===== src/rtl/seq_det_pkg.sv =====
// -----------------------------------------------------------------------------
// seq_det_pkg
// Shared limits, default pattern and the match-length step function for the
// parameterised serial pattern detector.
//   PAT_W_MIN / PAT_W_MAX : legal pattern widths
//   CNT_W_MAX             : widest legal detection counter
//   DEFAULT_PATTERN       : reset pattern (1011), right-aligned
//   next_match_len()      : longest pattern prefix that is a suffix of
//                           {prefix(base), bit_in}
// -----------------------------------------------------------------------------
package seq_det_pkg;

  localparam int PAT_W_MIN = 2;
  localparam int PAT_W_MAX = 16;
  localparam int CNT_W_MAX = 32;
  localparam int LEN_W_MAX = 5;  // holds 0..PAT_W_MAX

  typedef logic [PAT_W_MAX-1:0] pat_t;
  typedef logic [LEN_W_MAX-1:0] len_t;

  localparam pat_t DEFAULT_PATTERN = 16'b1011;

  // pat is right-aligned with zeros above pat_w; pat[pat_w-1] is the first
  // bit received, so prefix(k) is the top k bits of the pattern.
  // Returns the largest k <= min(base+1, pat_w) whose prefix(k) equals the
  // last k bits of {prefix(base), bit_in}.
  function automatic len_t next_match_len(input pat_t pat, input len_t base,
                                          input logic bit_in, input len_t pat_w);
    logic [31:0] pfx_b;
    logic [31:0] s;
    logic [31:0] pfx_k;
    logic [31:0] mask;
    len_t        res;
    int          lim;
    res   = '0;
    // Upper pattern bits are zero, so a shift by pat_w yields prefix(0) = 0.
    pfx_b = 32'(pat) >> (pat_w - base);
    s     = (pfx_b << 1) | {31'b0, bit_in};
    lim   = (int'(base) + 1 < int'(pat_w)) ? int'(base) + 1 : int'(pat_w);
    for (int k = 1; k <= PAT_W_MAX; k++) begin
      if (k <= lim) begin
        mask  = (32'd1 << k) - 32'd1;
        pfx_k = 32'(pat) >> (int'(pat_w) - k);
        if ((s & mask) == (pfx_k & mask)) res = len_t'(k);
      end
    end
    return res;
  endfunction

endpackage


===== src/rtl/seq_det_match.sv =====
// -----------------------------------------------------------------------------
// seq_det_match
// Combinational next-state calculator for the detector: given the current
// pattern, matched length and incoming bit, produce the next matched length.
//   pat_i        : current pattern, PAT_W bits, MSB received first
//   len_i        : current matched-prefix length (0..PAT_W)
//   d_i          : incoming serial bit
//   overlap_en_i : 1 keeps a full match as the fallback base, 0 restarts
//   len_o        : next matched-prefix length
// -----------------------------------------------------------------------------
module seq_det_match
  import seq_det_pkg::*;
#(
  parameter int PAT_W = 4
) (
  input  logic [PAT_W-1:0]             pat_i,
  input  logic [$clog2(PAT_W+1)-1:0]   len_i,
  input  logic                         d_i,
  input  logic                         overlap_en_i,
  output logic [$clog2(PAT_W+1)-1:0]   len_o
);

  localparam int LEN_W = $clog2(PAT_W+1);

  logic [LEN_W-1:0] base;
  len_t             nxt;

  // In non-overlap mode a completed match is discarded before the new bit.
  always_comb begin
    base = len_i;
    if ((len_i == LEN_W'(PAT_W)) && !overlap_en_i) base = '0;
  end

  assign nxt   = next_match_len(pat_t'(pat_i), len_t'(base), d_i, len_t'(PAT_W));
  assign len_o = LEN_W'(nxt);

endmodule


===== src/rtl/seq_detector_param.sv =====
// -----------------------------------------------------------------------------
// seq_detector_param
// Serial bit-pattern detector with runtime-loadable pattern, per-cycle
// overlap selection and an optional saturating match counter.
// Optional feature macro: SEQDET_COUNT_EN (counter + count_sat implemented;
// when undefined both outputs are tied to zero).
// Ports:
//   clk            : clock, posedge
//   rst            : synchronous active-high reset
//   d_in, d_valid  : serial bit and its qualifier
//   overlap_en     : 1 = overlapping matches, 0 = non-overlapping
//   pat_ld, pat_in : load a new pattern (clears the partial match)
//   pattern_detect : one-cycle registered pulse per full match
//   match_len      : current matched-prefix length
//   detect_count   : saturating match count
//   count_sat      : detect_count is all ones
// -----------------------------------------------------------------------------
module seq_detector_param
  import seq_det_pkg::*;
#(
  parameter int               PAT_W   = 4,
  parameter logic [PAT_W-1:0] PATTERN = PAT_W'(DEFAULT_PATTERN),
  parameter int               CNT_W   = 8
) (
  input  logic                        clk,
  input  logic                        rst,
  input  logic                        d_in,
  input  logic                        d_valid,
  input  logic                        overlap_en,
  input  logic                        pat_ld,
  input  logic [PAT_W-1:0]            pat_in,
  output logic                        pattern_detect,
  output logic [$clog2(PAT_W+1)-1:0]  match_len,
  output logic [CNT_W-1:0]            detect_count,
  output logic                        count_sat
);

  localparam int LEN_W = $clog2(PAT_W+1);

  if (PAT_W < PAT_W_MIN || PAT_W > PAT_W_MAX) begin : g_bad_pat_w
    $error("seq_detector_param: PAT_W out of range");
  end
  if (CNT_W < 1 || CNT_W > CNT_W_MAX) begin : g_bad_cnt_w
    $error("seq_detector_param: CNT_W out of range");
  end

  logic [PAT_W-1:0] pat_q, pat_d;
  logic [LEN_W-1:0] len_q, len_d, len_nxt;
  logic             det_q, det_d;

  seq_det_match #(.PAT_W(PAT_W)) u_match (
    .pat_i        (pat_q),
    .len_i        (len_q),
    .d_i          (d_in),
    .overlap_en_i (overlap_en),
    .len_o        (len_nxt)
  );

  // Pattern load wins over data; the detect pulse only fires on the edge
  // that completes a match, never while a full match is merely held.
  always_comb begin
    pat_d = pat_q;
    len_d = len_q;
    det_d = 1'b0;
    if (pat_ld) begin
      pat_d = pat_in;
      len_d = '0;
    end else if (d_valid) begin
      len_d = len_nxt;
      det_d = (len_nxt == LEN_W'(PAT_W));
    end
  end

  always_ff @(posedge clk) begin
    if (rst) begin
      pat_q <= PATTERN;
      len_q <= '0;
      det_q <= 1'b0;
    end else begin
      pat_q <= pat_d;
      len_q <= len_d;
      det_q <= det_d;
    end
  end

  assign pattern_detect = det_q;
  assign match_len      = len_q;

`ifdef SEQDET_COUNT_EN
  logic [CNT_W-1:0] cnt_q, cnt_d;

  // Counts the registered pulse, so the count follows it by one cycle.
  always_comb begin
    cnt_d = cnt_q;
    if (det_q && !(&cnt_q)) cnt_d = cnt_q + 1'b1;
  end

  always_ff @(posedge clk) begin
    if (rst) cnt_q <= '0;
    else     cnt_q <= cnt_d;
  end

  assign detect_count = cnt_q;
  assign count_sat    = &cnt_q;
`else
  assign detect_count = '0;
  assign count_sat    = 1'b0;
`endif

endmodule


===== config.mk =====
export PLATFORM = sky130hd
export DESIGN_NAME = seq_detector_param
export DESIGN_NICKNAME = d
export VERILOG_FILES = /design/src/rtl/seq_det_pkg.sv /design/src/rtl/seq_det_match.sv /design/src/rtl/seq_detector_param.sv
export SDC_FILE = /design/constraint.sdc
export NUM_CORES = 1
export LEC_CHECK = 0
export ABC_AREA = 1
export CAP_MARGIN = 15
export CORE_UTILIZATION = 35
export DETAILED_ROUTE_END_ITERATION = 12
export PLACE_DENSITY = 0.66
export RECOVER_POWER = 25
export REMOVE_ABC_BUFFERS = 1
export SLEW_MARGIN = 20
export SYNTH_ARGS = -nofsm -noshare
export SYNTH_HDL_FRONTEND = slang
export SYNTH_HIERARCHICAL = 1
export SYNTH_SLANG_ARGS = --single-unit

===== constraint.sdc =====
create_clock -name clk -period 4 [get_ports clk]
set_input_delay 0.4 -clock clk [delete_from_list [all_inputs] [get_ports clk]]
set_output_delay 0.4 -clock clk [all_outputs]
set_load 0.02 [all_outputs]

After elaboration in Yosys (flattened, before gate mapping)
Cells that the tools add are included.
- register bits: 8
- input port bits: 10
- output and inout bits: 13
- word-level logic and storage cells: 81
- add/sub/neg operators: 2
- magnitude comparators: 17
- eq/ne operators: 6
- shift-type cells: 1
- mux-type cells: 34
- bitwise logic cells: 2
- reduce and logical (&&, ||, !) cells: 16
- operators with widths (operator ; count):
    zero test 32 bit ; 12
    less-or-equal comparator 5 x 32 -> 1 bit, first input constant ; 8
    less-or-equal comparator 4 x 32 -> 1 bit, first input constant ; 4
    2-to-1 mux 3 bit ; 30
    less-or-equal comparator 3 x 32 -> 1 bit, first input constant ; 2
    less-or-equal comparator 2 x 32 -> 1 bit, first input constant ; 1
    less-or-equal comparator 6 x 32 -> 1 bit, first input constant ; 1
    less-than comparator 32 x 4 -> 1 bit, second input constant ; 1
    2-to-1 mux 32 bit ; 1
    OR 16 x 1 -> 16 bit ; 1
    right shift 4 x 5 -> 15 bit ; 1
    == test 3 bit, second input constant ; 2
    adder 3 x 1 -> 4 bit, second input constant ; 1
    == test 4 bit ; 1
    subtractor 3 x 3 -> 4 bit, first input constant ; 1
    == test 3 bit ; 1
    OR reduction 3 bit ; 1
    == test 2 bit ; 1
    2-to-1 mux 1 bit ; 2
    2-to-1 mux 2 bit ; 1
    OR reduction 2 bit ; 1
    == test 1 bit ; 1
    logical AND 1 bit ; 1
    zero test 1 bit ; 1
    NOT 1 bit ; 1

Depth between registers and ports, before layout
Gate-level depths: netlist of run 1.
- depth in word-level cells: 40
- gate-level depth with buffers: 19
- mapped depth without buffers: 19

Hierarchy
Netlist of run 1, hierarchy kept.
- modules (own cells, without submodules) (module ; instances ; cells each ; area an instance (sq um) ; seq. area each (sq um)):
    seq_det_match ; 1 ; 91 ; 464.2 ; 0.0
    seq_detector_param ; 1 ; 55 ; 377.9 ; 160.2

Worst setup path before layout of run 1
No wires, ideal clock.
- path type: register to register
- from: reg len_q[0] (netlist: match_len[0])
- to: reg det_q (netlist: pattern_detect)
- library setup time: 64 ps
- arrival time: 2000 ps
- required time: 3936 ps
- path slack: 1936 ps
- cell stages (with the launch flop): 18
- buffers on the path: 0
- clock period less this slack: 2064 ps
- path through: dfxtp_1 -> inv_1 -> ha_1 -> o21ai_0 -> inv_1 -> nor2_1 -> nand2_2 -> nand2_2 -> nand2_1 -> nand2_1 -> nand3_1 -> nand2_1 -> nand2_1 -> nand2_1 -> nand2_1 -> nor2_1 -> nand2_1 -> nor2_1
- cells in the longest elaborated chain, start to end: 39
- elaborated cells on any way between the ends: 72
- classes of those cells: add/sub: 2; order compare: 17; eq/ne: 5; shift: 1; mux: 33; bitwise: 1; reduce/logical: 13
- RTL lines (item ; line ; source):
    start: declaration ; seq_detector_param.sv:48 ; logic [LEN_W-1:0] len_q, len_d, len_nxt;
    start signal: assignment ; seq_detector_param.sv:81 ; len_q <= len_d;
    == test 3 bit ; seq_det_match.sv:31 ; if ((len_i == LEN_W'(PAT_W)) && !overlap_en_i) base = '0;
    logical AND 1 bit ; seq_det_match.sv:31 ;
    2-to-1 mux 3 bit * ; seq_det_match.sv:31 ;
    adder 3 x 1 -> 4 bit ; seq_det_pkg.sv:39 ; lim = (int'(base) + 1 < int'(pat_w)) ? int'(base) + 1 : int'(pat_w);
    less-than comparator 32 x 4 -> 1 bit ; seq_det_pkg.sv:39 ;
    2-to-1 mux 32 bit ; seq_det_pkg.sv:39 ;
    less-or-equal comparator 2 x 32 -> 1 bit ; seq_det_pkg.sv:41 ; if (k <= lim) begin
    2-to-1 mux 1 bit ; seq_det_pkg.sv:41 ;
    [... 24 more ...] ; -- ;
    2-to-1 mux 3 bit ; seq_det_pkg.sv:44 ; if ((s & mask) == (pfx_k & mask)) res = len_t'(k);
    2-to-1 mux 3 bit ; seq_det_pkg.sv:41 ;
    2-to-1 mux 3 bit ; seq_det_pkg.sv:44 ;
    2-to-1 mux 3 bit ; seq_det_pkg.sv:41 ;
    2-to-1 mux 3 bit ; seq_det_pkg.sv:44 ;
    2-to-1 mux 3 bit * ; seq_det_pkg.sv:41 ;
    via len_nxt[0] ; seq_detector_param.sv:48 ;
    == test 3 bit * ; seq_detector_param.sv:70 ; det_d = (len_nxt == LEN_W'(PAT_W));
    end signal: assignment ; seq_detector_param.sv:82 ; det_q <= det_d;
    end: declaration ; seq_detector_param.sv:49 ; logic det_q, det_d;
The timed path passes the listed nets; every way through them passes the cells marked *.
A chain may end at the register's enable or synchronous reset.

Worst setup path in the final report of run 1
- from: reg len_q[0] (netlist: match_len[0])
- to: reg len_q[0] (netlist: match_len[0])
- cells in the longest elaborated chain, start to end: 38
- elaborated cells on any way between the ends: 71
- classes of those cells: add/sub: 2; order compare: 17; eq/ne: 4; shift: 1; mux: 33; bitwise: 1; reduce/logical: 13
- RTL lines (item ; line):
    == test 3 bit ; seq_det_match.sv:31
    logical AND 1 bit ; seq_det_match.sv:31
    2-to-1 mux 3 bit * ; seq_det_match.sv:31
    adder 3 x 1 -> 4 bit ; seq_det_pkg.sv:39
    less-than comparator 32 x 4 -> 1 bit ; seq_det_pkg.sv:39
    2-to-1 mux 32 bit ; seq_det_pkg.sv:39
    less-or-equal comparator 2 x 32 -> 1 bit ; seq_det_pkg.sv:41
    2-to-1 mux 1 bit ; seq_det_pkg.sv:41
    [... 23 more ...] ; --
    2-to-1 mux 3 bit ; seq_det_pkg.sv:41
    2-to-1 mux 3 bit ; seq_det_pkg.sv:44
    2-to-1 mux 3 bit ; seq_det_pkg.sv:41
    2-to-1 mux 3 bit ; seq_det_pkg.sv:44
    2-to-1 mux 3 bit ; seq_det_pkg.sv:41
    2-to-1 mux 3 bit ; seq_det_pkg.sv:44
    2-to-1 mux 3 bit * ; seq_det_pkg.sv:41
    via len_nxt[0] ; seq_detector_param.sv:48
Marks and branches as above.

==> impl_summary.md, run 1 <==
Clock tree
The CTS clock-pin slew for the worst setup and hold paths is 50 ps. The quantity of gates resized following cts is 0. The buffer levels on the longest clock path is 2. The total number of H-tree levels is 1. Counting the buffers created by CTS gives 3. The clock drives 8 sinks.

The latest clock arrival within the worst-skew pair is 250 ps. The number of hold buffers added after CTS was 0. The CTS tree is yes. The tree is rooted in a clkbuf_4.

The number of setup buffers added after CTS is 0.

Critical path
The start of the worst register-to-register path is match_len[0]. The slowest stage of the critical path belongs to the cell dfxtp_1. The most numerous cell type found on the critical path is nand2_1. The critical path is of the reg -> reg type.

Of all nets on the critical path, the largest fanout is 7. STA puts the critical path data required time at 4190 ps. The critical path contains buffers and inverters numbering 3 combined. The largest delay contributor family on the critical path is simple AND/OR/NAND/NOR gates. The signal on the critical path passes through inv_1 -> ha_1 -> o21ai_0 -> inv_1 -> nor2_1 -> nand2_1 -> nand2_2 -> xor2_2 -> nand2_1 -> nand2_1 -> nand2_1 -> nand2_1 -> inv_1 -> nand2_1 -> nand2_1 -> nor2_1. The arrival time reported for the critical path endpoint is 2400 ps.

STA classifies the critical path endpoint as a register. The worst setup path is launched from a register. Tracing the worst setup path back leads to its startpoint at match_len[0]. The largest single stage delay on the critical path is 460 ps.

Synthesis
Of the post-synthesis cell area, the dominant cell type holds 0.205. Yosys mapped a number of flops with a built-in enable equal to 0. The post-synthesis mux area share is 0. Dividing the synthesized area by the synthesized cell count gives 5.77 sq um.

Ranked by total cell area, the synthesized netlist is headed by nand2_1, dfxtp_1, nand3_1, buf_4, inv_1. The post-synthesis instance area is 842 sq um. Of the total synthesized cell area, the portion taken by full adders, half adders and majority gates is 0.0297. The cell type with the highest aggregate area in the netlist is nand2_1.

The async set-or-reset flop fraction in the synthesized netlist is 0. By count the netlist is led by nand2_1, nand3_1, inv_1. The fraction of the mapped netlist area in simple logic gates is 0.516.

The top flip-flop cell by instance count after synthesis is dfxtp_1. For this run, the number of Yosys warnings is 6. The distinct cell type count after synthesis is 21.

The xor/xnor share of the synthesized area is 0.0609. Of the synthesized area, sequential elements account for 0.190. The gate count of the mapped netlist is 146.

The share of the synthesized area in compound gates (AO/OA/AOI/OAI) is 0.0297. After synthesis the netlist holds a flip-flop and latch count of 8. The combinational family with the most area after synthesis is simple AND/OR/NAND/NOR gates. The most common cell in the synthesized netlist is nand2_1.

Hold path
In this run the worst hold path is classified as reg -> reg. The worst min-delay path startpoint is pat_q[0].

Drt
After detailed routing, the number of vias per cell comes to 4.64. After detailed routing, the average wire length per cell comes to 9.15 um. The number of nets with antenna violations after routing is 0.

The total vias in the final route is 873. The iteration count of the initial detailed-routing pass is 4. The detailed-route wire length is 1.72 mm. The number of DRC markers in iteration 0 is 4.

In the routed design, unresolved DRC markers number 0.

GRT
The first-pass GRT wire length is 3.03 mm. The number of antenna violations at the first check in global routing came to 0. The number of global-route vias before repair is 791. The met2 routing resource usage after global routing is 0.274.

For this run, global-route usage on met3 was measured as 0.00893. The most used routing layer is met2. For met1 alone, demand over resource in global routing was 0.175. The overall track demand over capacity in global routing is 0.151. After global routing the overflow that remains totals 0. The pin count of the biggest net entering global routing is 10.

Pwr
The worst-case IR drop observed on VDD is 0.200 mV. In this run the static leakage power is 0.504 nW. Dividing total power by cell area gives a power density of 241 nW/um^2.

Floorplanning
The die covers 2610 sq um. The number of placement rows is 17. The height of the chip is 51.1 um.

In this run the count of I/O pins placed on the die edge is 23. The effective utilization at floorplan is 0.377. In this run the standard cell core region covers 2230 sq um.

The die is 51.1 um wide.

Place
Prior to clock tree synthesis, the placed netlist has a worst setup slack of 1730 ps. The number of I/O port buffers is 13. The half-perimeter wire length after detailed placement is 1.42 mm. The final weighted congestion in routability-driven placement is 0.859.

Status
The flow ran to the end, and the final reports show no timing, DRC or antenna violations.

Finish
0 antenna diodes ended up in the layout. Relative to the synthesized area, the layout overhead comes to 17.4%. The share of cells above drive strength 1 is 0.106. After the last flow step, the layout net total stands at 174.

Timing
Setup repair after global routing left no endpoint under its margin. The max-slew violation count is 0. For the finished layout, the period the worst path requires is 2210 ps. Setup total negative slack on the finished layout was measured at 0 ps. In the post-route analysis, the smallest setup slack over all paths is 1790 ps. Of the available clock period, the critical path in the final layout requires 0.552. The count of endpoints failing hold in the final timing report came to 0. Clock skew on the completed layout was measured at 2.67 ps. The maximum clock frequency is 0.453 GHz. The setup violation total in the final timing report is 0. The worst hold slack is 520 ps.

Flow run
Across the run, the number of max-cap violations was 0.
[layer usage]
layer	share of wire	routed length (um)
met1	0.47	815
met2	0.47	803
met3	0.037	64
met4	0.021	36
met5	0	0
[area by class of cell]
type	instances	area [sq um]
Fill cell	249	1240
Multi-Input combinational cell	117	569
Sequential cell	8	160
Timing Repair Buffer	13	130
Inverter	19	71.3
Tap cell	28	35.0
Clock buffer	3	22.5
[metrics by stage]
| step | power, mW | cells | utilization | instance area, sq um |
|---|---|---|---|---|
| after floorplan | 0.154 | 144 | - | 801 |
| after global placement | 0.177 | 185 | 0.432 | 966 |
| after detailed placement | 0.179 | 185 | 0.432 | 966 |
| after CTS | 0.241 | 188 | 0.443 | 988 |
| after global routing | 0.257 | 188 | 0.443 | 988 |
| final | 0.238 | 188 | 0.443 | 988 |
[final timing paths]
kind,end,depth (start not counted),slack (ps)
max reg2reg,match_len[0],16,1790
max,match_len[0],16,1790
min,pat_q[0],2,520
min reg2reg,pat_q[0],2,520
[worst register-to-register path: cells and delay by family, from the launching register on]
family	cells	cell delay, ps
AND/OR/NAND/NOR	10	830
flip-flops	1	460
buffers and inverters	3	250
adder cells (fa/ha/maj)	1	250
XOR/XNOR	1	180
AO/OA/AOI/OAI	1	170
[sequential cells by signal, summed over array words and instances, names as in the netlist]
name / cells
pattern_detect: 1
pat_q: 4
match_len: 3
[layout by cell type, fill, tap and decap left out, types with 3 or more instances in the layout]
cell / netlist / final
dfxtp_1: 8 / 8
conb_1: 1 / 9
xnor2_1: 3 / 3
inv_1: 18 / 18
nor2_2: 4 / 4
a21oi_1: 3 / 3
nand3_1: 20 / 20
nand2_2: 6 / 6
nor2_1: 15 / 15
clkdlybuf4s50_1: 0 / 12
nand2_1: 46 / 46
clkbuf_4: 0 / 3
[power breakdown]
group / switching [mW] / internal [mW] / total [mW]
combinational: 0.0521 / 0.0341 / 0.0862
clock: 0.0260 / 0.0342 / 0.0602
sequential: 0.00744 / 0.0839 / 0.0914
[cell families after synthesis]
kind of cell,count (synthesis)
xor gates and xnor gates,5
AOI/OAI and AO/OA,5
other,1
DFF,8
and+or+nand+nor,96
buffers and inverters,29
adders and majority gates,2
No activity file was read; power rests on OpenSTA's default activity.
==> run 2: changes to the inputs <==
Settings changed: PLACE_DENSITY 0.66 to 0.69.
Clock period 4 ns to 2.03 ns, I/O delays scaled along.
==> impl_summary.md, run 2 (synthesis gave the netlist of run 1 again) <==
Pwr
The design draws 0.511 mW. The internal power summed over all cells is 0.322 mW. Of the total power, the share spent switching nets is 0.371. The worst vdd rail ir drop is 0.280 mV. The switching power of the nets is 0.190 mW.

Of the total power, registers draw 0.348. In this run the static leakage power is 0.574 nW. The total power density per cell area is 451 nW/um^2. Of the total power, combinational logic draws 0.418. Of the total power, the clock network draws 0.234.

Floorplanning
The die is 51.1 um wide. The number of primary I/O pins is 23. The height of the chip is 51.1 um. The core area is 2230 sq um.

The effective utilization at floorplan is 0.377. The initialized floorplan defines 17 standard-cell rows. The die covers 2610 sq um.

Finish
The register ranked first by flip-flop count is pat_q. In the layout the commonest cells are nand2_1, inv_1, nand3_1. The final-stage net count is 181. The repair_antennas step left the layout with diodes totalling 0. Of the cells placed in the final design, the portion with a size suffix greater than 1 is 0.263. The layout has 235 filler cells. The register with the most flip-flops in the layout has 4 of them. Compared with the post-synthesis result, the final layout area differs by 34.8%.

Leaving out filler cells and counting taps, the final layout contains 195. The sequential cells in the finished layout cover a total of 164 sq um. The library cell used most frequently in the layout, excluding fill and tap cells, is nand2_1.

The area of the multi-input gates is 656 sq um.

GRT
The total overflow left after global routing is 0. In the global route stage, overall resource usage came out at 0.162. The first global-routing pass estimated 3.25 mm of wire. The number of global-route vias before repair is 834. The pin count of the biggest net entering global routing is 10.

The number of antenna violations at the first check in global routing is 0.

Critical path
The worst register-to-register path begins at match_len[0]. The category of the worst setup path capture point is a register. On the critical path the largest part of the delay comes from simple AND/OR/NAND/NOR gates. The data required time at the worst endpoint is 2180 ps.

The sum of buffers and inverters on the critical path is 2. In this design, the stage delay of the slowest critical-path cell is 320 ps. Traced cell by cell, the critical path runs through inv_2 -> ha_4 -> nand3_2 -> nand2_4 -> nand3_1 -> nand2_1 -> nand2_4 -> nand2_4 -> nand2_2 -> nand2_1 -> nand3_1 -> nand2_1 -> nand2_2 -> nand2_1 -> nand2_1 -> inv_1 -> nand2_1 -> nand2_1 -> nor2_1. The kind of start point of the critical path is a register.

The maximum fanout count along the critical path is 5. Data arrives at the worst endpoint at 2050 ps. The cell seen most often among critical-path stages is nand2_1. The timing startpoint of the critical path is match_len[0].

The setup path with the least slack is of type reg -> reg. The largest individual stage delay along the critical path comes from the cell dfxtp_2.

Status
The run finished with clean final reports.

Place
The final weighted congestion in routability-driven placement is 0.903. Once detailed placement completed, the half-perimeter wirelength came to 1.48 mm. The number of I/O port buffers is 13.

The post-placement cell count is 189.

Timing
Based on the critical path, the design can be clocked at up to 0.527 GHz. The final worst-path cycle share is 0.935. Setup repair after global routing could not meet its margin everywhere.

The count of endpoints failing hold in the final timing report is 0. Setup violations remaining at the end of the flow were counted as 0. Counting I/O delays and the setup requirement, the final critical path takes 1900 ps. The max-slew violation count is 0. The setup skew after layout is 4.71 ps.

Clock tree
Clock-pin slew was measured on the worst setup and hold paths at 50 ps. The buffer levels on the longest clock path is 2. The total CTS buffers is 3. The quantity of hold-fixing buffers added after cts is 0.

In this run the number of H-tree levels came out at 1. At the later pin of the worst-skew pair, clock insertion delay measures 250 ps. TritonCTS built the clock tree.

The tree is rooted in a clkbuf_4. The total clock sinks is 8.

Drt
Dividing the detail-routed via count by the number of cells gives 4.66. The detail route stage leaves a number of antenna-violating nets equal to 0. In the final routed layout, each cell accounts on average for 10.1 um.

Summed over all layers, the routed wires come to 1.98 mm. The first detailed-routing pass ran for 4 iterations. The detailed router finished its first iteration with 29 violations. For this run, design rule violations remaining after detail routing come to 0.

The total vias in the final route is 908.

Flow run
Across the run, the number of max-cap violations was 0.

Hold path
The tightest min-delay check is of the reg -> reg type. In this run the most critical hold path is launched from pat_q[0].
==> run 2: worst paths after layout <==
kind	to	slack, ps	depth (start not counted)
worst max-delay path	match_len[0]	130	19
worst min-delay path	pat_q[0]	510	2
worst min register to register	pat_q[0]	510	2
worst max register to register	match_len[0]	130	19
==> run 2: power by group through the flow <==
stage / registers [mW] / logic, mW / clock network, mW
floorplan: 0.182 / 0.122 / 0
global placement: 0.179 / 0.176 / 0
detailed placement: 0.180 / 0.178 / 0
CTS: 0.177 / 0.187 / 0.121
global route: 0.179 / 0.235 / 0.130
finish: 0.178 / 0.214 / 0.120
==> run 2: cell type report <==
type / count / share of cell area
multi-input combinational: 117 / 0.578
inverter: 19 / 0.0628
sequential: 8 / 0.144
clock buffer: 3 / 0.0198
tap: 28 / 0.0309
timing repair buffer: 20 / 0.164
==> run 2: worst reg2reg max path, stage by stage, from the launching register on <==
cell     delay, ps
dfxtp_2        320
inv_2           80
ha_4           170
nand3_2        110
nand2_4        100
nand3_1         70
nand2_1        110
nand2_4         80
nand2_4         90
nand2_2         60
nand2_1         90
nand3_1         70
nand2_1         70
nand2_2         60
nand2_1         50
nand2_1         60
inv_1           60
nand2_1         40
nand2_1         50
nor2_1          30
==> run 2: metal layers <==
metal  wire length (um)  GRT usage
met1                882      0.177
met2                954      0.292
met3                114     0.0298
met4                 28     0.0833
met5                  0          0
==> run 2: repair_timing <==
item / 4_1_cts / 5_1_grt
endpoints found under the setup margin: 2 / 4
setup buffers: 2 / 1
pin swaps: 5 / 20
resized for setup: 4 / 25
==> run 2: through the flow <==
step,hold slack (ps),worst slack [ps],area (sq um),util,setup TNS (ps)
after global placement,502,-18.1,996,0.446,-32.4
final,507,131,1130,0.508,0
after floorplan,325,-33.5,801,-,-60.4
after CTS,511,1.09,1050,0.469,0
after detailed placement,503,-99.1,996,0.446,-222
after global routing,540,-58.9,1130,0.508,-101
